### src/rtl/iram_if.sv
// iram_if: signal bundle between iram_ctrl, the fetch unit and the backing instruction memory.
interface iram_if #(
    parameter int PC_SIZE    = 32,
    parameter int WORD_W     = 32,
    parameter int LINE_WORDS = 4
);
    localparam int IW = $clog2(LINE_WORDS);
    logic               i_miss;
    logic [PC_SIZE-1:0] ram_address;
    logic [WORD_W-1:0]  mem_word;
    logic               word_ready;
    logic [IW-1:0]      word_idx;
    logic               busy;
    logic               ext_req;
    logic [PC_SIZE-1:0] ext_addr;
    logic               ext_ack;
    logic               ext_rvalid;
    logic [WORD_W-1:0]  ext_rdata;
    logic [15:0]        miss_count;
    modport master (
        output i_miss, ram_address, ext_ack, ext_rvalid, ext_rdata,
        input  mem_word, word_ready, word_idx, busy, ext_req, ext_addr, miss_count
    );
    modport slave (
        input  i_miss, ram_address, ext_ack, ext_rvalid, ext_rdata,
        output mem_word, word_ready, word_idx, busy, ext_req, ext_addr, miss_count
    );
endinterface

### src/rtl/iram_ctrl.sv
// iram_ctrl: turns an instruction-cache miss into one line burst and streams the
// returned words to the fetch unit, one registered pulse per word.
module iram_ctrl #(
    parameter int PC_SIZE    = 32,
    parameter int WORD_W     = 32,
    parameter int LINE_WORDS = 4
) (
    input logic   clk,
    input logic   nrst,
    iram_if.slave bus
);
    localparam int IW = $clog2(LINE_WORDS);
    localparam logic [1:0] IDLE = 2'd0, REQ = 2'd1, BURST = 2'd2, DONE = 2'd3;
    logic [1:0]         state, next;
    logic [IW-1:0]      beat, word_idx;
    logic [PC_SIZE-1:0] ext_addr;
    logic [WORD_W-1:0]  mem_word;
    logic               word_ready;
    logic [15:0]        miss_cnt;
    logic               take, last, start;
    assign start = state == IDLE && bus.i_miss;
    assign take  = state == BURST && bus.ext_rvalid;
    assign last  = beat == IW'(LINE_WORDS - 1);
    // DONE holds until the miss level drops so a stale miss cannot re-trigger
    assign next = state == IDLE  ? (bus.i_miss ? REQ : IDLE)
                : state == REQ   ? (bus.ext_ack ? BURST : REQ)
                : state == BURST ? (take && last ? DONE : BURST)
                :                  (bus.i_miss ? DONE : IDLE);
    always_ff @(posedge clk or negedge nrst)
        if (!nrst) begin
            state      <= IDLE;
            beat       <= '0;
            word_idx   <= '0;
            ext_addr   <= '0;
            mem_word   <= '0;
            word_ready <= 1'b0;
            miss_cnt   <= '0;
        end else begin
            state      <= next;
            word_ready <= take;
            if (take) begin
                mem_word <= bus.ext_rdata;
                word_idx <= beat;
                beat     <= beat + IW'(1);
            end
            if (start) begin
                ext_addr <= bus.ram_address & ~PC_SIZE'(LINE_WORDS * 4 - 1);
                beat     <= '0;
                miss_cnt <= miss_cnt + {15'd0, miss_cnt != 16'hFFFF};
            end
        end
    assign bus.mem_word   = mem_word;
    assign bus.word_ready = word_ready;
    assign bus.word_idx   = word_idx;
    assign bus.busy       = state != IDLE;
    assign bus.ext_req    = state == REQ;
    assign bus.ext_addr   = ext_addr;
    assign bus.miss_count = miss_cnt;
endmodule

### src/flat_wrapper.sv
// flat-port wrapper written by rule: the top's interface ports become plain ports
module iram_ctrl_flat 
#(
    parameter int PC_SIZE    = 32,
    parameter int WORD_W     = 32,
    parameter int LINE_WORDS = 4
)
  (clk, nrst, bus_i_miss, bus_ram_address, bus_ext_ack, bus_ext_rvalid, bus_ext_rdata, bus_mem_word, bus_word_ready, bus_word_idx, bus_busy, bus_ext_req, bus_ext_addr, bus_miss_count);
  iram_if #(.PC_SIZE(PC_SIZE), .WORD_W(WORD_W), .LINE_WORDS(LINE_WORDS)) bus_i ();
  input logic clk;
  input logic nrst;
  input wire logic [$bits(bus_i.i_miss)-1:0] bus_i_miss;
  input wire logic [$bits(bus_i.ram_address)-1:0] bus_ram_address;
  input wire logic [$bits(bus_i.ext_ack)-1:0] bus_ext_ack;
  input wire logic [$bits(bus_i.ext_rvalid)-1:0] bus_ext_rvalid;
  input wire logic [$bits(bus_i.ext_rdata)-1:0] bus_ext_rdata;
  output wire logic [$bits(bus_i.mem_word)-1:0] bus_mem_word;
  output wire logic [$bits(bus_i.word_ready)-1:0] bus_word_ready;
  output wire logic [$bits(bus_i.word_idx)-1:0] bus_word_idx;
  output wire logic [$bits(bus_i.busy)-1:0] bus_busy;
  output wire logic [$bits(bus_i.ext_req)-1:0] bus_ext_req;
  output wire logic [$bits(bus_i.ext_addr)-1:0] bus_ext_addr;
  output wire logic [$bits(bus_i.miss_count)-1:0] bus_miss_count;
  assign bus_i.i_miss = bus_i_miss;
  assign bus_i.ram_address = bus_ram_address;
  assign bus_i.ext_ack = bus_ext_ack;
  assign bus_i.ext_rvalid = bus_ext_rvalid;
  assign bus_i.ext_rdata = bus_ext_rdata;
  assign bus_mem_word = bus_i.mem_word;
  assign bus_word_ready = bus_i.word_ready;
  assign bus_word_idx = bus_i.word_idx;
  assign bus_busy = bus_i.busy;
  assign bus_ext_req = bus_i.ext_req;
  assign bus_ext_addr = bus_i.ext_addr;
  assign bus_miss_count = bus_i.miss_count;
  iram_ctrl #(.PC_SIZE(PC_SIZE), .WORD_W(WORD_W), .LINE_WORDS(LINE_WORDS)) u_core (.clk(clk), .nrst(nrst), .bus(bus_i));
endmodule
### config.mk
export PLATFORM = sky130hd
export DESIGN_NAME = iram_ctrl_flat
export DESIGN_NICKNAME = d
export VERILOG_FILES = /design/src/rtl/iram_if.sv /design/src/rtl/iram_ctrl.sv /design/src/flat_wrapper.sv
export SDC_FILE = /design/constraint.sdc
export NUM_CORES = 1
export LEC_CHECK = 0
export CAP_MARGIN = 20
export CELL_PAD_IN_SITES_DETAIL_PLACEMENT = 0
export CELL_PAD_IN_SITES_GLOBAL_PLACEMENT = 2
export CORE_ASPECT_RATIO = 0.7
export CORE_MARGIN = 2
export CORE_UTILIZATION = 27
export DETAILED_ROUTE_END_ITERATION = 8
export PLACE_DENSITY_LB_ADDON = 0.1
export SLEW_MARGIN = 15
export SYNTH_ARGS = -nofsm -noshare
export SYNTH_HDL_FRONTEND = slang
export SYNTH_SLANG_ARGS = --single-unit
### constraint.sdc
create_clock -name clk -period 3.1 [get_ports clk]
set_input_delay 0.775 -clock clk [delete_from_list [all_inputs] [get_ports clk]]
set_output_delay 0.775 -clock clk [all_outputs]
set_load 0.05 [all_outputs]
==> results of run 1 <==
through the flow:
stage          total power [mW]  setup WS (ns)  instance area, um2  hold slack [ns]
6_report                   6.33          0.462                5330            0.421
5_1_grt                    6.69          0.365                5330            0.457
4_1_cts                    6.44          0.435                5330            0.442
3_5_place_dp               5.24          0.534                5000            0.462
3_3_place_gp               5.21          0.535                5000            0.457
2_1_floorplan              4.02          0.526                3370            0.479
per-layer routing:
| metal | vias up | wire (um) |
|---|---|---|
| met5 | - | 0 |
| met2 | 98 | 3620 |
| met4 | 0 | 70 |
| met1 | 1202 | 3700 |
| li1 | 1226 | - |
| met3 | 8 | 950 |
synthesized netlist by cell type:
master / count
xnor2_1: 7
a21oi_1: 1
buf_2: 6
and3_1: 1
or3_4: 1
inv_1: 4
xor2_1: 8
o22ai_1: 1
mux2_2: 34
or3b_1: 1
ha_1: 4
nor2_1: 7
or2_4: 1
and2_1: 1
nor2_2: 1
clkbuf_1: 3
nand4_1: 7
nor3_4: 2
dfrtp_1: 83
nor4_4: 2
nand2_1: 94
nand3_1: 6
nor4_1: 1
mux2i_1: 1
or2_1: 1
o21ai_0: 3
buf_4: 5
conb_1: 1
worst max-delay path, stage by stage, from the launching register on:
cell and delay, ns:
dfrtp_1 0.45, or2_1 0.24, clkdlybuf4s50_1 0.84
kinds of logic after synthesis:
logic type / after synthesis / share of synthesized area (%)
muxes: 35 / 11.7
other: 1 / 0.112
and+or+nand+nor: 126 / 17.5
DFF: 83 / 61.8
xor gates and xnor gates: 15 / 3.91
buffers and inverters: 18 / 2.79
AOI/OAI and AO/OA: 5 / 0.781
adders and majority gates: 4 / 1.49
registers in the layout (all words and copies together) (netlist names):
name,cells
u_core.bus.miss_count,16
u_core.bus.ext_addr,28
u_core.bus.mem_word,32
u_core.bus.word_ready,1
u_core.bus.word_idx,2
u_core.beat,2
u_core.state,2
worst paths after layout:
kind | to | depth (start not counted)
setup / recovery | bus_busy | 2
hold / removal | u_core.bus.miss_count[9] | 1
setup reg to reg | u_core.bus.miss_count[10] | 9
hold reg to reg | u_core.bus.ext_addr[7] | 2
max in group asynchronous | u_core.bus.miss_count[1] | 2
min in group clk | u_core.bus.ext_addr[7] | 2
layout make-up:
class / instances / area share, %
clock buffers: 10 / 4.48
clock inverters: 6 / 1.67
inverters: 4 / 0.282
multi-input cells: 189 / 22.7
flip-flops and latches: 83 / 38.9
well taps: 162 / 3.80
repair buffers: 150 / 28.1
power groups by stage:
stage               Sequential, mW  Combinational, mW  Clock, mW
floorplan                     3.31              0.714          0
global placement              1.80               3.40          0
detailed placement            1.82               3.41          0
CTS                           1.81               3.42       1.21
global route                  1.88               3.56       1.25
finish                        1.81               3.37       1.16
==> impl_metrics.env, run 1 <==
export IMPL_status="complete, no violations"
export IMPL_port_buffers=145
export IMPL_synthCells=287
export IMPL_final_layout_size_suffix_gt1_share_pct=14.7
export IMPL_start_kind="flop"
export IMPL_cellPowerDensity_mw_per_mm2=1190
export IMPL_p_leak_nw=2.41
export IMPL_coreArea_mm2=0.0123
export IMPL_fin_crit_ns=2.64
export IMPL_r2r_start="u_core.bus.miss_count[4]"
export IMPL_power_internal_mw=3.43
export IMPL_crit_path_end_kind="output port"
export IMPL_grt_max_degree=46
export IMPL_slew_headroom_pct=63.4
export IMPL_die_height_um=97.4
export IMPL_seq_area_frac_synth_pct=61.8
export IMPL_io_pins=154
export IMPL_p_comb_share_pct=53.2
export IMPL_fin_crit_sh_pct=85.1
export IMPL_cts_sinks=83
export IMPL_final_common_cell="clkdlybuf4s50_1"
export IMPL_fin_util_pct=43.4
export IMPL_worst_endpoint_required_ns=2.32
export IMPL_hold_viol_final=0
export IMPL_wire_per_inst_um=13.8
export IMPL_max_clock_freq_mhz=379
export IMPL_dp_hpwl_mm=5.93
export IMPL_drt_iter0_drc=59
export IMPL_switching_share_pct=45.8
export IMPL_fill_cells=1155
export IMPL_fp_dieW_um=137
export IMPL_synth_area_top_cells="dfrtp_1 (62%), mux2_2 (11%), nand2_1 (10%)"
export IMPL_dieArea_mm2=0.0134
export IMPL_grt_use_total_pct=13.3
export IMPL_slew_violations=0
export IMPL_avgSynthCellArea_um2=11.7
export IMPL_vias=2534
export IMPL_met2_usage_pct=19.8
export IMPL_arrival_ns=1.86
export IMPL_ys_ff_latch=83
export IMPL_regArea_mm2=0.00208
export IMPL_layout_common_cells="clkdlybuf4s50_1 (144), nand2_1 (94), dfrtp_1 (83), mux2_2 (34), clkbuf_16 (9)"
export IMPL_use_met1_pct=16.6
export IMPL_clkLatencyLatePin_ns=0.33
export IMPL_startpoint="u_core.state[1]"
export IMPL_firstDrtPassIters=4
export IMPL_tightest_slew_ns=0.549
export IMPL_peakVddDrop_mv=0.487
export IMPL_r2r_slack_ns=0.67
export IMPL_cts_resized_gates=0
export IMPL_via_per_inst=4.20
export IMPL_clock_path_buffers=2
export IMPL_setup_viol=0
export IMPL_rsz0062_at_grt="false"
export IMPL_ys_warn_count=0
export IMPL_place_detailed_instances=588
export IMPL_synth_distinct_cells=28
export IMPL_power_frac_clock_pct=18.3
export IMPL_antenna_found_initial=0
export IMPL_fin_setup_tns_ns=0
export IMPL_seqPwrFrac_pct=28.5
export IMPL_yosysTopAreaCellShare_pct=61.8
export IMPL_cts_root_buf="clkbuf_16"
export IMPL_row_count=34
export IMPL_totalWireLength_mm=8.35
export IMPL_cts_hold_buf=0
export IMPL_grt_use_met3_pct=7.41
export IMPL_diodes=0
export IMPL_maxCapViolations=0
export IMPL_cts_tree="done"
export IMPL_initial_utilization_pct=27.4
export IMPL_fin_cells=604
export IMPL_busiest_layer="met2"
export IMPL_min_path_type="in2async"
export IMPL_crit_fanout=7
export IMPL_h_tree_depth=3
export IMPL_area_growth_pct=58.6
export IMPL_multi_input_area_mm2=0.00121
export IMPL_overflow=0
export IMPL_postCtsSetupRepairBufs=0
export IMPL_path_clk_slew_ns=0.06
export IMPL_cts_buffers=9
export IMPL_grt_pass1_wl_mm=13.7
export IMPL_synth_top_cell_by_area="dfrtp_1"
export IMPL_grt_pass1_vias=2640
export IMPL_nNetsFinal=510
export IMPL_crit_type="reg2out"
export IMPL_p_sw_mw=2.90
export IMPL_drc_errors=0
export IMPL_clock_skew_final_ns=0.00436
export IMPL_drtAntennaViolNets=0
export IMPL_syn_cell_area_mm2=0.00336
export IMPL_routabilityCongestion=0.679
Power figures use the tool's default switching activity.
==> run 2, diff against run 1 <==
--- a/config.mk
+++ b/config.mk
@@ -5,12 +5,13 @@
 export SDC_FILE = /design/constraint.sdc
 export NUM_CORES = 1
 export LEC_CHECK = 0
+export ABC_AREA = 1
 export CAP_MARGIN = 20
 export CELL_PAD_IN_SITES_DETAIL_PLACEMENT = 0
 export CELL_PAD_IN_SITES_GLOBAL_PLACEMENT = 2
 export CORE_ASPECT_RATIO = 0.7
 export CORE_MARGIN = 2
-export CORE_UTILIZATION = 27
+export CORE_UTILIZATION = 25
 export DETAILED_ROUTE_END_ITERATION = 8
 export PLACE_DENSITY_LB_ADDON = 0.1
 export SLEW_MARGIN = 15
==> run 2 against run 1 <==
  * Final cell count rose by 25%
  * Clock skew up 0.0027 ns
  * Combinational power down 2%
  * Flip-flop and latch count did not move
  * Utilization shrank 3.9 points
  * Synthesized cell count rose by 44%
  * Critical path type unchanged
  * Largest cell class unchanged
==> impl_metrics.env, run 2 <==
export IMPL_start_kind="flop"
export IMPL_fin_cells=753
export IMPL_synthArstFlopShare_pct=100
export IMPL_crit_buf_inv=1
export IMPL_dieArea_mm2=0.0151
export IMPL_fin_setup_tns_ns=0
export IMPL_path_delay_family="buffers and inverters"
export IMPL_hold_viol_final=0
export IMPL_crit_cells=2
export IMPL_power_mw=6.22
export IMPL_regArea_mm2=0.00208
export IMPL_fin_crit_ns=2.62
export IMPL_fin_util_pct=39.5
export IMPL_synth_most_common_cell="nand2_1"
export IMPL_ys_ff_latch=83
export IMPL_wire_per_inst_um=13.1
export IMPL_synth_top_cell_by_area="dfrtp_1"
export IMPL_grt_pass1_wl_mm=16.0
export IMPL_clkLatencyLatePin_ns=0.34
export IMPL_synth_common_cells="nand2_1 (231), dfrtp_1 (83), inv_1 (16)"
export IMPL_synthCells=412
export IMPL_coreArea_mm2=0.0139
export IMPL_synth_edf_count=0
export IMPL_multi_input_area_mm2=0.00128
export IMPL_clock_path_buffers=2
export IMPL_synth_area_top_cells="dfrtp_1 (59%), nand2_1 (25%), buf_4 (1.9%)"
export IMPL_slew_violations=0
export IMPL_p_leak_nw=2.61
export IMPL_totalWireLength_mm=9.89
export IMPL_area_growth_pct=54.9
export IMPL_grt_use_total_pct=13.5
export IMPL_routabilityCongestion=0.738
export IMPL_postCtsSetupRepairBufs=0
export IMPL_arrival_ns=1.84
export IMPL_firstDrtPassIters=4
export IMPL_cts_sinks=83
export IMPL_r2r_start="u_core.bus.miss_count[8]"
export IMPL_path_clk_slew_ns=0.06
export IMPL_cts_root_buf="clkbuf_16"
export IMPL_hold_worst_slack_ns=0.416
export IMPL_critPathSlowestCell="clkdlybuf4s50_1"
export IMPL_cts_resized_gates=0
export IMPL_status="complete, no violations"
export IMPL_max_clock_freq_mhz=382
export IMPL_dp_hpwl_mm=6.78
export IMPL_seq_area_frac_synth_pct=58.7
export IMPL_ys_warn_count=0
export IMPL_drc_errors=0
export IMPL_syn_cell_area_mm2=0.00354
export IMPL_fp_dieW_um=146
export IMPL_io_pins=154
export IMPL_largest_register_ffs=32
export IMPL_tightest_slew_ns=0.550
export IMPL_antenna_found_initial=0
export IMPL_cp_cell_sequence="nor2_1 -> clkdlybuf4s50_1"
export IMPL_die_height_um=104
export IMPL_worst_endpoint_required_ns=2.32
export IMPL_avgSynthCellArea_um2=8.59
export IMPL_fin_crit_sh_pct=84.4
export IMPL_rr_worst_depth=13
export IMPL_synthFlopType="dfrtp_1"
export IMPL_top_register="u_core.bus.mem_word"
export IMPL_min_path_type="in2async"
export IMPL_maxCapViolations=0
export IMPL_cpPeakStageDelay_ns=0.88
export IMPL_cts_buffers=9
export IMPL_place_detailed_instances=737
export IMPL_nNetsFinal=631
export IMPL_rsz0062_at_grt="false"
export IMPL_final_layout_size_suffix_gt1_share_pct=6.22
export IMPL_h_tree_depth=3
export IMPL_overflow=0
export IMPL_grt_pass1_vias=3048
export IMPL_drtAntennaViolNets=0
export IMPL_slew_headroom_pct=63.2
export IMPL_drt_iter0_drc=115
export IMPL_crit_path_end_kind="output port"
export IMPL_clock_skew_final_ns=0.00709
export IMPL_r2r_end="u_core.bus.miss_count[8]"
export IMPL_yosysTopAreaCellShare_pct=58.7
export IMPL_grt_max_degree=45
export IMPL_final_common_cell="nand2_1"
export IMPL_initial_utilization_pct=25.5
export IMPL_cts_hold_buf=0
export IMPL_via_per_inst=4.02
export IMPL_layout_common_cells="nand2_1 (231), clkdlybuf4s50_1 (144), dfrtp_1 (83), inv_1 (16), nor2_1 (15)"
export IMPL_vias=3025
export IMPL_fill_cells=1435
export IMPL_row_count=36
export IMPL_setup_viol=0
export IMPL_port_buffers=145
export IMPL_crit_type="reg2out"
export IMPL_diodes=0
export IMPL_r2r_slack_ns=0.96
export IMPL_peakVddDrop_mv=0.472
export IMPL_crit_fanout=5
export IMPL_cts_tree="done"
export IMPL_cellPowerDensity_mw_per_mm2=1130
export IMPL_synth_distinct_cells=25
==> run 2: cell types whose count changed in the layout (fill, tap and decap cells not counted), sizes merged, moves of 5 or more <==
cell,previous run,this run
nand2,94,232
mux2,34,0
nor2,8,20
nand3,6,11
xnor2,7,2
inv,4,20
==> run 2: routing by layer <==
| layer | track usage (%) | part of all wire, % | up-vias |
|---|---|---|---|
| met5 | 0 | 0 | - |
| met4 | 3.33 | 0.62 | 0 |
| met3 | 6.74 | 9.1 | 6 |
| met2 | 19.3 | 42 | 92 |
| met1 | 18.3 | 48 | 1385 |
| li1 | - | - | 1542 |
==> run 2: stage by stage <==
stage / instance area (um2) / setup slack (ns)
2_1_floorplan: 3550 / 0.938
3_3_place_gp: 5170 / 0.778
3_5_place_dp: 5170 / 0.750
4_1_cts: 5480 / 0.441
5_1_grt: 5480 / 0.348
6_report: 5480 / 0.485
==> run 2: cell type report <==
class | instances | share of cell area [%]
timing repair buffer | 150 | 27.4
clock inverter | 5 | 1.10
clock buffer | 11 | 4.61
sequential | 83 | 37.9
multi-input combinational | 295 | 23.4
tap | 190 | 4.34
inverter | 19 | 1.30
==> run 2: logic make-up after synthesis <==
| kind of cell | Yosys count | synth area share, % |
|---|---|---|
| AOI/OAI and AO/OA | 7 | 0.990 |
| xor gates and xnor gates | 7 | 1.73 |
| adders and majority gates | 4 | 1.41 |
| buffers and inverters | 37 | 5.38 |
| DFF | 83 | 58.7 |
| other | 1 | 0.106 |
| and+or+nand+nor | 273 | 31.7 |
==> run 2: worst reg2reg max path: stages, from the launching register on <==
cell and delay, ns:
dfrtp_1 0.46, nand2_1 0.10, nor2_2 0.30, nand4_1 0.13, nor2_1 0.10, nand2_1 0.08
ha_1 0.21, ha_1 0.21, inv_1 0.08, nor2_1 0.07, nand2_1 0.09, xor2_1 0.15
nand2_1 0.06, nand2_1 0.06
==> run 2: worst max path at each step <==
stage | from | to
3_5_place_dp | bus_i_miss | u_core.bus.ext_addr[11]
5_1_grt | u_core.state[1] | bus_ext_req
2_1_floorplan | u_core.bus.miss_count[6] | u_core.bus.miss_count[8]
3_3_place_gp | bus_i_miss | u_core.bus.ext_addr[30]
6_report | u_core.state[1] | bus_ext_req
4_1_cts | u_core.state[1] | bus_ext_req
==> run 2: power breakdown <==
group          internal (mW)  switching (mW)
clock                  0.672           0.455
sequential              1.52           0.267
combinational           1.04            2.26
total                   3.23            2.98
==> run 3, diff against run 2 <==
--- a/config.mk
+++ b/config.mk
@@ -11,7 +11,7 @@
 export CELL_PAD_IN_SITES_GLOBAL_PLACEMENT = 2
 export CORE_ASPECT_RATIO = 0.7
 export CORE_MARGIN = 2
-export CORE_UTILIZATION = 25
+export CORE_UTILIZATION = 21
 export DETAILED_ROUTE_END_ITERATION = 8
 export PLACE_DENSITY_LB_ADDON = 0.1
 export SLEW_MARGIN = 15
==> constraint.sdc (replaced) <==
create_clock -name clk -period 2.1 [get_ports clk]
set_input_delay 0.525 -clock clk [delete_from_list [all_inputs] [get_ports clk]]
set_output_delay 0.525 -clock clk [all_outputs]
set_load 0.05 [all_outputs]
==> run 3 against run 2 <==
  * First-iteration DRC count increased by 55%
  * Non-clock buffer count is 14 higher
  * Combinational power increased by 50%
  * Critical endpoint is now bus_ext_addr[16]
  * Largest cell class unchanged
  * Largest power group unchanged
==> impl_metrics.env, run 3 (synthesis results as in run 2) <==
export IMPL_crit_buf_inv=1
export IMPL_firstDrtPassIters=4
export IMPL_crit_type="reg2out"
export IMPL_coreArea_mm2=0.0164
export IMPL_final_layout_size_suffix_gt1_share_pct=13.4
export IMPL_status="complete, no violations"
export IMPL_fin_crit_sh_pct=97.3
export IMPL_top_register="u_core.bus.mem_word"
export IMPL_setup_viol=0
export IMPL_worst_endpoint_required_ns=1.57
export IMPL_port_buffers=145
export IMPL_fill_cells=1743
export IMPL_clock_path_buffers=2
export IMPL_p_leak_nw=2.73
export IMPL_maxCapViolations=0
export IMPL_cts_hold_buf=0
export IMPL_dp_hpwl_mm=7.64
export IMPL_crit_fanout=2
export IMPL_cts_sinks=83
export IMPL_arrival_ns=1.52
export IMPL_peakVddDrop_mv=0.612
export IMPL_critPathSlowestCell="clkdlybuf4s50_1"
export IMPL_drc_errors=0
export IMPL_wire_per_inst_um=13.4
export IMPL_io_pins=154
export IMPL_placed_area_mm2=0.00529
export IMPL_final_common_cell="nand2_1"
export IMPL_drt_iter0_drc=178
export IMPL_cts_tree="done"
export IMPL_grt_use_total_pct=12.5
export IMPL_path_clk_slew_ns=0.06
export IMPL_cp_cell_sequence="clkdlybuf4s50_1"
export IMPL_cts_root_buf="clkbuf_16"
export IMPL_start_kind="flop"
export IMPL_clkLatencyLatePin_ns=0.34
export IMPL_drtAntennaViolNets=0
export IMPL_max_clock_freq_mhz=490
export IMPL_die_height_um=113
export IMPL_grt_pass1_wl_mm=17.1
export IMPL_antenna_found_initial=0
export IMPL_area_growth_pct=56.6
export IMPL_slew_headroom_pct=64.8
export IMPL_multi_input_area_mm2=0.00128
export IMPL_dieArea_mm2=0.0179
export IMPL_cts_resized_gates=2
export IMPL_nNetsFinal=645
export IMPL_regArea_mm2=0.00208
export IMPL_cellPowerDensity_mw_per_mm2=1620
export IMPL_finalInstanceArea_mm2=0.00554
export IMPL_row_count=39
export IMPL_hold_viol_final=0
export IMPL_grt_pass1_vias=3012
export IMPL_fin_setup_tns_ns=0
export IMPL_cts_buffers=9
export IMPL_via_per_inst=3.86
export IMPL_grt_max_degree=37
export IMPL_initial_utilization_pct=21.6
export IMPL_rsz0062_at_grt="false"
export IMPL_cpPeakStageDelay_ns=0.82
export IMPL_min_path_type="in2async"
export IMPL_totalWireLength_mm=10.7
export IMPL_layout_common_cells="nand2_1 (231), clkdlybuf4s50_1 (112), dfrtp_1 (79), buf_4 (44), inv_1 (16)"
export IMPL_routabilityCongestion=0.705
export IMPL_slew_violations=0
export IMPL_h_tree_depth=3
export IMPL_largest_register_ffs=32
export IMPL_diodes=0
export IMPL_vias=3085
export IMPL_fp_dieW_um=159
export IMPL_crit_path_end_kind="output port"
export IMPL_fin_crit_ns=2.04
export IMPL_path_delay_family="buffers and inverters"
export IMPL_overflow=0
export IMPL_tightest_slew_ns=0.526
export IMPL_postCtsSetupRepairBufs=0
export IMPL_clock_skew_final_ns=0.00774
==> run 3: final timing paths <==
kind                                          start                        to  slack, ns  cells past startpoint
hold / removal                                 nrst   u_core.bus.ext_addr[11]       0.12                      1
setup reg to reg           u_core.bus.miss_count[9]  u_core.bus.miss_count[8]       0.18                     13
hold reg to reg              u_core.bus.mem_word[3]    u_core.bus.mem_word[3]       0.48                      2
setup / recovery            u_core.bus.ext_addr[16]          bus_ext_addr[16]       0.06                      1
max in group asynchronous                      nrst  u_core.bus.miss_count[9]       1.37                      2
min in group clk             u_core.bus.mem_word[3]    u_core.bus.mem_word[3]       0.48                      2
==> run 3: routing by layer <==
layer,part of all wire (%),global-route usage [%],vias up
met4,1.3,4.18,0
met2,41,16.8,91
met1,48,16.9,1416
met5,0,0,-
li1,-,-,1566
met3,9.8,6.61,12
==> run 3: where the power goes <==
group	switching, mW	internal [mW]	leakage [nW]
combinational	3.40	1.56	1.56
clock	0.634	0.785	0.121
sequential	0.380	2.25	1.04
total	4.41	4.59	2.73
==> run 3: area by class of cell <==
| cell class | count | share of cell area (%) |
|---|---|---|
| Sequential cell | 83 | 37.6 |
| Timing Repair Buffer | 164 | 28.4 |
| Multi-Input combinational cell | 295 | 23.1 |
| Tap cell | 225 | 5.08 |
| Clock buffer | 11 | 4.20 |
| Inverter | 19 | 1.29 |
| Clock inverter | 3 | 0.316 |
==> run 3: through the flow <==
step	std cells	utilization [%]	setup slack (ns)	power, mW	hold slack [ns]
after floorplan	415	-	0.0132	5.85	0.229
after global placement	786	32.2	0.196	7.65	0.462
after detailed placement	786	32.2	0.205	7.67	0.464
after CTS	800	33.8	0.0335	9.15	0.139
after global routing	800	33.8	0.0000753	9.55	0.139
final	800	33.8	0.0576	9.00	0.122
